--- config.mk ---
export PLATFORM = sky130hd
export DESIGN_NAME = sram_bus_responder
export DESIGN_NICKNAME = d
export VERILOG_FILES = /design/src/rtl/sram_resp_pkg.sv /design/src/rtl/sram_wait_counter.sv /design/src/rtl/sram_bus_responder.sv
export SDC_FILE = /design/constraint.sdc
export NUM_CORES = 1
export LEC_CHECK = 0
export BUFFER_PORTS_ARGS = -buffer_cell sky130_fd_sc_hd__buf_2
export CORE_UTILIZATION = 50
export CTS_BUF_LIST = sky130_fd_sc_hd__clkbuf_4 sky130_fd_sc_hd__clkbuf_8
export CTS_CLUSTER_SIZE = 20
export DETAILED_ROUTE_END_ITERATION = 10
export PLACE_DENSITY = 0.78
export RECOVER_POWER = 50
export SLEW_MARGIN = 0
export SYNTH_ARGS = -nofsm -noshare
export SYNTH_HDL_FRONTEND = slang
export SYNTH_SLANG_ARGS = --single-unit
--- constraint.sdc ---
create_clock -name Clock -period 1.8 [get_ports Clock]
set_input_delay 0 -clock Clock [delete_from_list [all_inputs] [get_ports Clock]]
set_output_delay 0 -clock Clock [all_outputs]
set_load 0.01 [all_outputs]
--- src/rtl/sram_resp_pkg.sv ---
// Shared types and constants for the 68k-side SRAM bus-cycle responder.
// The BERR state and bus-error output bit exist only when SRAM_RESP_BERR_EN is defined.
package sram_resp_pkg;

    localparam int NUM_BLOCKS  = 4;
    localparam int SRAM_ADDR_W = 15;
    localparam int WAIT_CNT_W  = 4;

    typedef enum logic [2:0] {
        IDLE,
        SETUP,
        WAIT,
        ACK,
        RECOVER
`ifdef SRAM_RESP_BERR_EN
        , BERR
`endif
    } state_e;

    // Bus-cycle attributes captured on the start edge.
    typedef struct packed {
        logic [NUM_BLOCKS-1:0]  blk;
        logic                   rd;
        logic                   uds_l;
        logic                   lds_l;
        logic [SRAM_ADDR_W-1:0] addr;
    } cycle_t;

    typedef struct packed {
        logic [NUM_BLOCKS-1:0] ce_l;
        logic                  oe_l;
        logic                  we_l;
        logic                  ub_l;
        logic                  lb_l;
        logic                  dtack_l;
`ifdef SRAM_RESP_BERR_EN
        logic                  berr_l;
`endif
    } bus_out_t;

    localparam bus_out_t BUS_IDLE = '1;

    function automatic logic is_one_hot(input logic [NUM_BLOCKS-1:0] v);
        return $countones(v) == 1;
    endfunction

endpackage

--- src/rtl/sram_wait_counter.sv ---
// Loadable down-counter that times the SRAM access; zero_o flags the last wait cycle.
module sram_wait_counter
    import sram_resp_pkg::*;
(
    input  logic                  clk,
    input  logic                  rst_n,
    input  logic                  load_i,
    input  logic [WAIT_CNT_W-1:0] load_val_i,
    input  logic                  dec_i,
    output logic                  zero_o
);

    logic [WAIT_CNT_W-1:0] cnt_q;

    // NOTE: flops update with <= so every register samples pre-edge values; = here would race.
    always_ff @(posedge clk or negedge rst_n) begin
        if (!rst_n) begin
            cnt_q <= '0;
        end else if (load_i) begin
            cnt_q <= load_val_i;
        end else if (dec_i && (cnt_q != '0)) begin
            cnt_q <= cnt_q - 1'b1;
        end
    end

    assign zero_o = (cnt_q == '0);

endmodule

--- src/rtl/sram_bus_responder.sv ---
// 68000 bus-cycle responder for the SRAM array: registered CE/OE/WE/byte lanes and DtAck_L.
// Define SRAM_RESP_BERR_EN to add the BErr_L port and bus-error response to bad block selects.
module sram_bus_responder
    import sram_resp_pkg::*;
#(
    parameter int unsigned WAIT_STATES = 2
) (
    input  logic                   Clock,
    input  logic                   Reset_L,
    input  logic                   AS_L,
    input  logic                   UDS_L,
    input  logic                   LDS_L,
    input  logic                   WE_L,
    input  logic [16:0]            Address,
    input  logic                   SRamSelect_H,
    input  logic [NUM_BLOCKS-1:0]  Block_H,
    output logic [NUM_BLOCKS-1:0]  SRam_CE_L,
    output logic                   SRam_OE_L,
    output logic                   SRam_WE_L,
    output logic                   SRam_UB_L,
    output logic                   SRam_LB_L,
    output logic [SRAM_ADDR_W-1:0] SRam_Addr,
    output logic                   DtAck_L
`ifdef SRAM_RESP_BERR_EN
    ,
    output logic                   BErr_L
`endif
);

    localparam logic [WAIT_CNT_W-1:0] WAIT_LOAD = WAIT_CNT_W'(WAIT_STATES - 1);

    state_e   state_q, state_d;
    cycle_t   cyc_q, cyc_d;
    bus_out_t out_q, out_d;
    logic     cnt_load, cnt_dec, cnt_zero;
    logic     start_req;
    logic     unused_addr;

    assign unused_addr = ^Address[16:SRAM_ADDR_W];
    assign start_req   = !AS_L && SRamSelect_H && (!UDS_L || !LDS_L);

    sram_wait_counter u_wait_counter (
        .clk        (Clock),
        .rst_n      (Reset_L),
        .load_i     (cnt_load),
        .load_val_i (WAIT_LOAD),
        .dec_i      (cnt_dec),
        .zero_o     (cnt_zero)
    );

    always_comb begin
        // NOTE: every always_comb output gets a default first, otherwise untaken branches infer latches.
        state_d  = state_q;
        cyc_d    = cyc_q;
        out_d    = BUS_IDLE;
        cnt_load = 1'b0;
        cnt_dec  = 1'b0;

        case (state_q)
            IDLE: begin
                if (start_req && is_one_hot(Block_H)) begin
                    cyc_d.blk   = Block_H;
                    cyc_d.rd    = WE_L;
                    cyc_d.uds_l = UDS_L;
                    cyc_d.lds_l = LDS_L;
                    cyc_d.addr  = Address[SRAM_ADDR_W-1:0];
                    state_d     = SETUP;
                end
`ifdef SRAM_RESP_BERR_EN
                else if (start_req) begin
                    state_d = BERR;
                end
`endif
            end
            SETUP: begin
                if (AS_L) begin
                    state_d = RECOVER;
                end else begin
                    state_d  = WAIT;
                    cnt_load = 1'b1;
                end
            end
            WAIT: begin
                if (AS_L)          state_d = RECOVER;
                else if (cnt_zero) state_d = ACK;
                else               cnt_dec = 1'b1;
            end
            ACK:     if (AS_L) state_d = RECOVER;
            RECOVER: state_d = IDLE;
`ifdef SRAM_RESP_BERR_EN
            BERR:    if (AS_L) state_d = RECOVER;
`endif
            default: state_d = IDLE;
        endcase

        // Outputs are a function of the state being entered, so they come straight off flops.
        case (state_d)
            SETUP, WAIT, ACK: begin
                out_d.ce_l    = ~cyc_d.blk;
                out_d.ub_l    = cyc_d.uds_l;
                out_d.lb_l    = cyc_d.lds_l;
                out_d.oe_l    = ~cyc_d.rd;
                out_d.we_l    = (state_d == WAIT) ? cyc_d.rd : 1'b1;
                out_d.dtack_l = (state_d != ACK);
            end
`ifdef SRAM_RESP_BERR_EN
            BERR:    out_d.berr_l = (state_q != BERR);
`endif
            default: ;
        endcase
    end

    // NOTE: the latched cycle is reset too, so SRam_Addr reads 0 out of reset rather than X.
    always_ff @(posedge Clock or negedge Reset_L) begin
        if (!Reset_L) begin
            state_q <= IDLE;
            cyc_q   <= '0;
            out_q   <= BUS_IDLE;
        end else begin
            state_q <= state_d;
            cyc_q   <= cyc_d;
            out_q   <= out_d;
        end
    end

    assign SRam_CE_L = out_q.ce_l;
    assign SRam_OE_L = out_q.oe_l;
    assign SRam_WE_L = out_q.we_l;
    assign SRam_UB_L = out_q.ub_l;
    assign SRam_LB_L = out_q.lb_l;
    assign SRam_Addr = cyc_q.addr;
    assign DtAck_L   = out_q.dtack_l;
`ifdef SRAM_RESP_BERR_EN
    assign BErr_L    = out_q.berr_l;
`endif

endmodule

==> impl_metrics.ini, run 1 <==
[outcome]
status = finished, violations left
violations = setup timing

[yosys]
synthFlopType = dfrtp_1
netlist_instances = 130
yosys.area.top_type = dfrtp_1
synth_nets = 162
synth-async-reset-ratio_pct = 100.0
ys_seq_elements = 38
synth_top_cell_area_share_pct = 40.00
ys_seq_area_share_pct = 53.03
synth.area.top_cells = dfrtp_1 (40%), dfstp_2 (13%), mux2_4 (12%)
synth_area_per_cell_um2 = 13.96
yosysUniqueCellTypes = 33
synth_edf_count = 0
netlist_area_mm2 = 0.001814
synth_warnings = 0

[critical_path]
crit_arrival_ns = 2.05
cp.buffers_inverters = 4
worstSetupPathType = in -> reg
crit_chain = buf_8 -> inv_4 -> fa_1 -> inv_2 -> ha_4 -> ha_4 -> and4bb_1 -> and4_4 -> buf_12 -> mux2_4
worst_path_most_repeated_cell = ha_4
crit_start = Block_H[0]
cp_max_fo = 6
startpoint_type = input pin
cp-end-kind = flop
crit_required_ns = 2.03
crit_path_max_incr_delay_ns = 0.55
rr_worst_depth = 5
reg2reg_from = u_wait_counter.cnt_q[0]
cp_slowest_cell = fa_1
critPathTopFamily = adder cells
cp.depth = 10

[global_route]
antenna_found_initial = 0
grt_usage_pct = 21.98
grt_pass1_vias = 1389
grt_remaining_overflow = 0
grt_pass1_wl_mm = 6.513
grt_start_max_net_pins = 39

[clock_tree]
ctsRootBufferMaster = clkbuf_4
cts_tree = built
cts_setup_buffers = 0
htreeDepth = 2
cts_buffers = 5
clock_latency_ns = 0.34
clock_sinks = 38
clk_pin_slew_ns = 0.11
cts_buffer_depth = 2

[routing]
drt-pass1-iter-count = 4
wl_mm = 3.838
wl_met3_um = 199
wl_per_cell_um = 15.48
antenna_left = 0
first_iter_violations = 28
vias_per_cell = 5.040
num_vias = 1250
dr_wl_met2_mm = 2.004
wl_met1_mm = 1.553
top_layer = met4
drc = 0

[timing]
finClkSkew_ns = 0.01430
rsz0062_at_grt = yes
hold_viol_final = 0
setup_viol = 17
fmax_ghz = 0.5481
worstMarginPinSlew_ns = 0.9145
min_period_over_period_pct = 101.4
worst_slack_ns = -0.02448
slew_viol_final = 0
relSlewSlack_pct = 39.03
fin_crit_ns = 1.824

[die]
ioPinCount = 52
die_w_um = 62.24
start_util_pct = 53.11
core_mm2 = 0.003416
die_height_um = 62.24
num_rows = 21
die-area_mm2 = 0.003873

[final_layout]
syn_to_final_growth_pct = 36.07
final_core_util_pct = 72.27
num_antenna_cells = 0
drive_gt1_share_pct = 50.50
n_fill_cell = 234
fin_nets = 233

[hold_path]
hp-class = in -> async

[power]
p_per_area_mw_per_mm2 = 1184
peakVddDrop_v = 0.0006757
p_leak_nw = 1.093

[placed_design]
portBuffers = 49
dp_hpwl_mm = 2.316
gp_congestion = 0.8041
pre_cts_ws_ns = -0.5469

[job]
maxCapViolations = 0
[timing repair]
action / 4_1_cts / 5_1_grt
pin swaps: 2 / 0
gates resized for setup: 13 / 3
endpoints found under the setup margin: 26 / 22
cloned: 1 / 0
hold buffers: 24 / 0
endpoints found under the hold margin: 58 / 0
[per-stage QoR]
step                      power (mW)  setup TNS (ns)  std cells  area (µm²)  hold slack, ns
after CTS                      2.951         -0.1180        248        2469          0.2947
after global routing           3.083         -0.7359        248        2469          0.3484
final                          2.923         -0.2211        248        2469          0.3134
after floorplan                2.144          -6.210        130        1849         -0.2956
after global placement         2.199          -12.07        215        2063          0.1220
after detailed placement       2.257          -14.17        215        2063          0.1401
[path summary, 6_finish.rpt]
| kind | to | slack (ns) |
|---|---|---|
| min reg2reg | SRam_CE_L[1] | 0.42 |
| min in group Clock | SRam_OE_L | 0.37 |
| max in group asynchronous | u_wait_counter.cnt_q[1] | 0.91 |
| max | SRam_Addr[9] | -0.02 |
| min | cyc_q[17] | 0.31 |
| max reg2reg | u_wait_counter.cnt_q[0] | 0.15 |
[logic make-up after synthesis]
logic type | count (synthesis) | synth area share [%]
adder cells (fa/ha/maj) | 4 | 3.173
multiplexers | 23 | 17.31
buffers and inverters | 29 | 11.59
AO/OA/AOI/OAI | 18 | 7.310
AND/OR/NAND/NOR | 18 | 7.586
flip-flops | 38 | 53.03
[power by group]
part	internal [mW]	leakage, nW	switching [mW]
clock	0.347	0.0489	0.267
combinational	0.546	0.591	0.406
sequential	1.15	0.453	0.203
total	2.05	1.09	0.876
[Yosys cell counts, drive strengths merged (2+ instances only)]
| library cell | number |
|---|---|
| mux2 | 22 |
| o211ai | 2 |
| a22oi | 5 |
| or2 | 2 |
| ha | 3 |
| nor4 | 4 |
| dfrtp | 29 |
| nor3b | 2 |
| o21ai | 3 |
| nor2 | 2 |
| dfstp | 9 |
| nand2 | 3 |
| buf | 19 |
| inv | 9 |
| o22a | 2 |
[layout by cell type (no fill, tap or decap), drive strengths merged, types with 2 or more instances in the layout]
cell type / instances
ha: 3
dfstp: 9
or2: 2
nor2: 2
inv: 9
buf: 44
dfrtp: 29
dlygate4sd3: 24
mux2: 22
o22a: 2
nor4: 4
o21ai: 3
clkbuf: 23
nor3b: 2
o211ai: 2
a22oi: 5
nand2: 3
[registers in the layout, indices dropped and copies added (netlist names)]
signal / flops
SRam_LB_L: 1
SRam_UB_L: 1
state_q: 3
SRam_CE_L: 4
DtAck_L: 1
SRam_OE_L: 1
cyc_q: 7
u_wait_counter.cnt_q: 4
SRam_WE_L: 1
SRam_Addr: 15
[per-layer routing]
metal  GRT usage (%)  up-vias
li1                -      590
met1           26.13      606
met2           38.46       46
met3           5.699        8
met4           7.558        0
met5               0        -
[area by class of cell]
| cell class | instances | area, µm² | area share [%] |
|---|---|---|---|
| sequential | 38 | 962.2 | 38.98 |
| inverter | 9 | 43.79 | 1.774 |
| clock inverter | 1 | 30.03 | 1.216 |
| multi-input combinational | 63 | 708.2 | 28.69 |
| clock buffer | 7 | 58.81 | 2.382 |
| timing repair buffer | 84 | 608.1 | 24.63 |
| tap | 46 | 57.56 | 2.331 |
No activity file was read; power rests on OpenSTA's default activity.
==> run 2, diff against run 1 <==
CORE_ASPECT_RATIO = 0.8   (was not set)
==> run 2 against run 1 <==
The flow still finishes with violations (setup timing). Via count is essentially flat. Non-clock buffer count up 3. Count of clock-buffer cells in the layout down 1. Critical path depth increased by 1. Maximum frequency shrank 5.5%. Wire length up 0.91%. Die area about the same. Clock power shrank 2%. Combinational power rose by 1%. Cell count down 0.40%. Clock skew is 0.012 ns lower. Critical path type unchanged. Largest cell class unchanged. Highest routed layer unchanged.
==> impl_metrics.ini, run 2 (synthesis gave the netlist of run 1 again) <==
[critical_path]
rr_worst_depth = 5
cp_max_fo = 5
crit_arrival_ns = 2.11
worstSetupPathType = in -> reg
startpoint_type = input pin
reg2reg_from = state_q[1]
crit_required_ns = 1.98
rr_endpoint = SRam_Addr[7]
cp-end-kind = flop
r2r_slack_ns = 0.17

[timing]
fin_setup_tns_ns = -1.287
hold_viol_final = 0
worst_slack_ns = -0.1311
fin_crit_ns = 1.931
min_period_over_period_pct = 107.3
slew_viol_final = 0
worstMarginPinSlew_ns = 0.9072
setup_viol = 18
fmax_ghz = 0.5178
rsz0062_at_grt = yes
relSlewSlack_pct = 39.52
finClkSkew_ns = 0.001947

[final_layout]
syn_to_final_growth_pct = 37.52
num_antenna_cells = 0
largest_reg_flops = 15
final_core_util_pct = 72.38
final_area_mm2 = 0.002495
final_common_cell = dfrtp_1
fin_nets = 236
drive_gt1_share_pct = 46.83
layout_common_cells = dfrtp_1 (29), clkbuf_1 (24), dlygate4sd3_1 (23)
stdcell_count = 247

[placed_design]
portBuffers = 49
gp_congestion = 0.7718
place_inst = 211
dpl_cell_area_mm2 = 0.002058
dp_hpwl_mm = 2.349

[clock_tree]
clock_sinks = 38
htreeDepth = 2
clock_latency_ns = 0.29
cts_buffer_depth = 2
cts_buffers = 5
cts_tree = built
clk_pin_slew_ns = 0.07
ctsRootBufferMaster = clkbuf_8

[die]
die-area_mm2 = 0.003875
start_util_pct = 52.63
ioPinCount = 52
core_mm2 = 0.003447
num_rows = 19
die_w_um = 69.35
die_height_um = 55.88

[hold_path]
min_from = AS_L
hp-class = in -> reg
hold_depth = 2
hold_end = state_q[2]

[routing]
antenna_left = 0
vias_per_cell = 5.065
drc = 0
drt-pass1-iter-count = 4
first_iter_violations = 47
wl_mm = 3.873
num_vias = 1251
wl_per_cell_um = 15.68

[global_route]
grt_remaining_overflow = 0
antenna_found_initial = 0
grt_start_max_net_pins = 39
grt_usage_pct = 21.71
grt_pass1_vias = 1284
grt_pass1_wl_mm = 6.285

[power]
seq_power_share_pct = 46.2
power_mw = 2.913
combPwrFrac_pct = 33.1
p_per_area_mw_per_mm2 = 1167
p_sw_uw = 893.7
clkPwrFrac_pct = 20.7
p_leak_nw = 1.107
sw_frac_of_total_pct = 30.68
peakVddDrop_v = 0.0007714
intPower_mw = 2.019

[outcome]
status = finished, violations left
violations = setup timing

[job]
maxCapViolations = 0
## run 2: changes by cell type in the layout (fill, tap and decap cells not counted), moves of 4 or more
cell	previous run	this run
buf_2	30	21
clkbuf_4	6	0
clkbuf_8	1	6
buf_6	3	7
clkbuf_1	15	24
## run 2: metal layers
layer	up-vias	track usage, %	routed length (µm)	part of all wire, %
met2	57	34.26	1792	46
li1	594	-	-	-
met5	-	0	0	0
met1	595	29.21	1797	46
met3	5	4.891	263	6.8
met4	0	8.746	20	0.52
## run 2: timing repair
| action | 4_1_cts | 5_1_grt |
|---|---|---|
| endpoints found under the setup margin | 31 | 31 |
| pin swaps | 2 | 3 |
| hold endpoints to repair | 55 | 0 |
| buffers inserted | 5 | 1 |
| hold buffers | 23 | 0 |
| gates cloned | 3 | 0 |
| gates resized for setup | 13 | 10 |
## run 2: power by group through the flow
stage / Clock (mW) / Sequential [mW] / Combinational (mW)
CTS: 0.625 / 1.33 / 1.00
detailed placement: 0 / 1.34 / 0.916
floorplan: 0 / 1.30 / 0.840
finish: 0.602 / 1.35 / 0.964
global route: 0.659 / 1.38 / 1.05
global placement: 0 / 1.32 / 0.879
## run 2: critical path: stages
cell,delay [ns]
buf_8,0.08
inv_4,0.03
fa_1,0.52
inv_1,0.04
ha_2,0.18
ha_4,0.20
and4bb_1,0.27
and4_4,0.25
buf_6,0.13
buf_12,0.12
mux2_4,0.29
## run 2: per-stage QoR
stage	hold WS, ns	setup WS [ns]
after CTS	0.02106	-0.1815
after detailed placement	0.1407	-0.5413
final	0.02706	-0.1311
after global routing	0.02045	-0.1823
after floorplan	-0.2956	-0.3286
after global placement	0.1188	-0.4764
## run 2: how the worst max path moves through the flow
stage,from,to,slack (ns),cells after the start
finish,Block_H[0],SRam_Addr[7],-0.13,11
global placement,Block_H[3],SRam_Addr[1],-0.48,10
global route,Block_H[0],SRam_Addr[7],-0.18,11
floorplan,Block_H[3],SRam_Addr[10],-0.33,10
CTS,Block_H[0],SRam_Addr[12],-0.18,12
detailed placement,Block_H[3],SRam_Addr[0],-0.54,10
## run 2: layout make-up
| cell class | instances | area (µm²) |
|---|---|---|
| multi-input combinational | 63 | 701.9 |
| timing repair buffer | 87 | 639.4 |
| inverter | 9 | 43.79 |
| clock inverter | 2 | 12.51 |
| tap | 42 | 52.55 |
| sequential | 38 | 962.2 |
| fill | 234 | 952.2 |
| clock buffer | 6 | 82.58 |
==> run 3, diff against run 2 <==
PLACE_DENSITY = 0.77   (was 0.78)
==> run 3 against run 2 <==
The run still ends with setup timing left. Sequential power is essentially flat. Sequential cell count is the same. Cell count shrank 2.0%. Final area shrank 2.3%. Register-to-register slack gained 0.03 ns. Count of clock-buffer cells in the layout shrank 1. Total power grew 2.3%. Non-clock buffer count shrank 5. Maximum frequency grew 1.2%. Critical path type unchanged.
==> impl_metrics.ini, run 3 (synthesis gave the netlist of run 1 again) <==
[routing]
drc = 0
wl_per_cell_um = 15.73
first_iter_violations = 37
num_vias = 1234
drt-pass1-iter-count = 4
wl_mm = 3.807
antenna_left = 0
vias_per_cell = 5.099

[hold_path]
hp-class = in -> reg
hold_depth = 2

[global_route]
antenna_found_initial = 0
grt_remaining_overflow = 0
grt_start_max_net_pins = 39
grt_pass1_vias = 1317
grt_pass1_wl_mm = 6.175
grt_usage_pct = 21.49

[die]
die_w_um = 69.35
start_util_pct = 52.63
core_mm2 = 0.003447
die-area_mm2 = 0.003875
ioPinCount = 52
num_rows = 19
die_height_um = 55.88

[placed_design]
portBuffers = 49
gp_congestion = 0.7940
dp_hpwl_mm = 2.272

[timing]
fin_crit_ns = 1.908
rsz0062_at_grt = yes
worst_slack_ns = -0.1080
hold_viol_final = 0
min_period_over_period_pct = 106.0
setup_viol = 22
slew_viol_final = 0
finClkSkew_ns = 0.005572
holdWs_ns = 0.02236
worstMarginPinSlew_ns = 0.9124
relSlewSlack_pct = 39.17
fmax_ghz = 0.5241

[final_layout]
final_common_cell = dfrtp_1
syn_to_final_growth_pct = 34.41
layout_common_cells = dfrtp_1 (29), clkbuf_1 (24), dlygate4sd3_1 (23)
n_fill_cell = 241
fin_nets = 231
largest_reg_flops = 15
regArea_um2 = 962.2
multiInputGateArea_um2 = 698.2
drive_gt1_share_pct = 45.00
num_antenna_cells = 0

[critical_path]
crit_arrival_ns = 2.09
startpoint_type = input pin
cp.depth = 10
cp-end-kind = flop
crit_path_max_incr_delay_ns = 0.52
crit_chain = buf_8 -> inv_4 -> fa_1 -> inv_1 -> ha_2 -> ha_4 -> and4bb_1 -> and4_4 -> buf_6 -> mux2_4
cp_max_fo = 6
critPathTopFamily = adder cells
crit_required_ns = 1.98
worstSetupPathType = in -> reg
cp_slowest_cell = fa_1
cp.buffers_inverters = 4
rr_worst_depth = 4

[clock_tree]
clock_latency_ns = 0.29
htreeDepth = 2
cts_buffer_depth = 2
clock_sinks = 38
clk_pin_slew_ns = 0.07
ctsRootBufferMaster = clkbuf_8
cts_tree = built
cts_buffers = 5

[power]
peakVddDrop_v = 0.0007828
power_mw = 2.980
p_per_area_mw_per_mm2 = 1222
p_leak_nw = 1.080

[outcome]
status = finished, violations left
violations = setup timing

[job]
maxCapViolations = 0
-- run 3: cell count changes in the layout (fill, tap and decap cells not counted), sizes merged --
cell / delta
buf: -5
clkinvlp: -1
clkbuf: -1
clkinv: +1
bufinv: +1
-- run 3: worst paths after layout --
| kind | endpoint | slack, ns | start |
|---|---|---|---|
| setup / recovery | SRam_Addr[12] | -0.11 | Block_H[1] |
| hold reg to reg | SRam_CE_L[2] | 0.42 | cyc_q[20] |
| min in group asynchronous | SRam_Addr[14] | 0.38 | Reset_L |
| setup reg to reg | SRam_Addr[12] | 0.20 | state_q[0] |
| max in group asynchronous | u_wait_counter.cnt_q[3] | 0.86 | Reset_L |
| hold / removal | state_q[2] | 0.02 | AS_L |
-- run 3: routing by layer --
layer  vias to the layer above  global-route usage (%)  wire (µm)  part of all wire [%]
met4                         0                   9.621         74                   1.9
met2                        48                   36.89       1906                    50
met1                       592                   25.21       1618                    43
li1                        584                       -          -                     -
met5                         -                       0          0                     0
met3                        10                   5.978        206                   5.4
-- run 3: timing repair --
item                       in CTS  in global routing
buffers inserted                1                  0
hold endpoints to repair       55                  0
setup endpoints to repair      31                 31
resized for setup              11                  1
pin swaps                       2                  0
hold buffers                   23                  0
cloned                          1                  0
-- run 3: cell type report --
| class | count | share of cell area [%] |
|---|---|---|
| Timing Repair Buffer | 82 | 23.50 |
| Clock buffer | 5 | 2.822 |
| Clock inverter | 3 | 1.642 |
| Inverter | 9 | 1.796 |
| Multi-Input combinational cell | 63 | 28.63 |
| Sequential cell | 38 | 39.46 |
| Tap cell | 42 | 2.155 |
-- run 3: stage by stage --
stage                     cells  instance area, µm²  utilization (%)  setup WS (ns)  setup TNS [ns]
after CTS                   242                2460            71.36       -0.08515          -1.352
after floorplan             130                1849                -        -0.3286          -6.210
final                       242                2439            70.74        -0.1080          -1.633
after global placement      209                2043            59.27        -0.4573          -12.71
after global routing        242                2439            70.74        -0.1787          -3.538
after detailed placement    209                2043            59.27        -0.5282          -14.64
-- run 3: power breakdown --
| group | switching, mW | internal (mW) | total [mW] |
|---|---|---|---|
| sequential | 0.190 | 1.16 | 1.35 |
| clock | 0.287 | 0.407 | 0.694 |
| combinational | 0.402 | 0.537 | 0.939 |
| total | 0.879 | 2.10 | 2.98 |
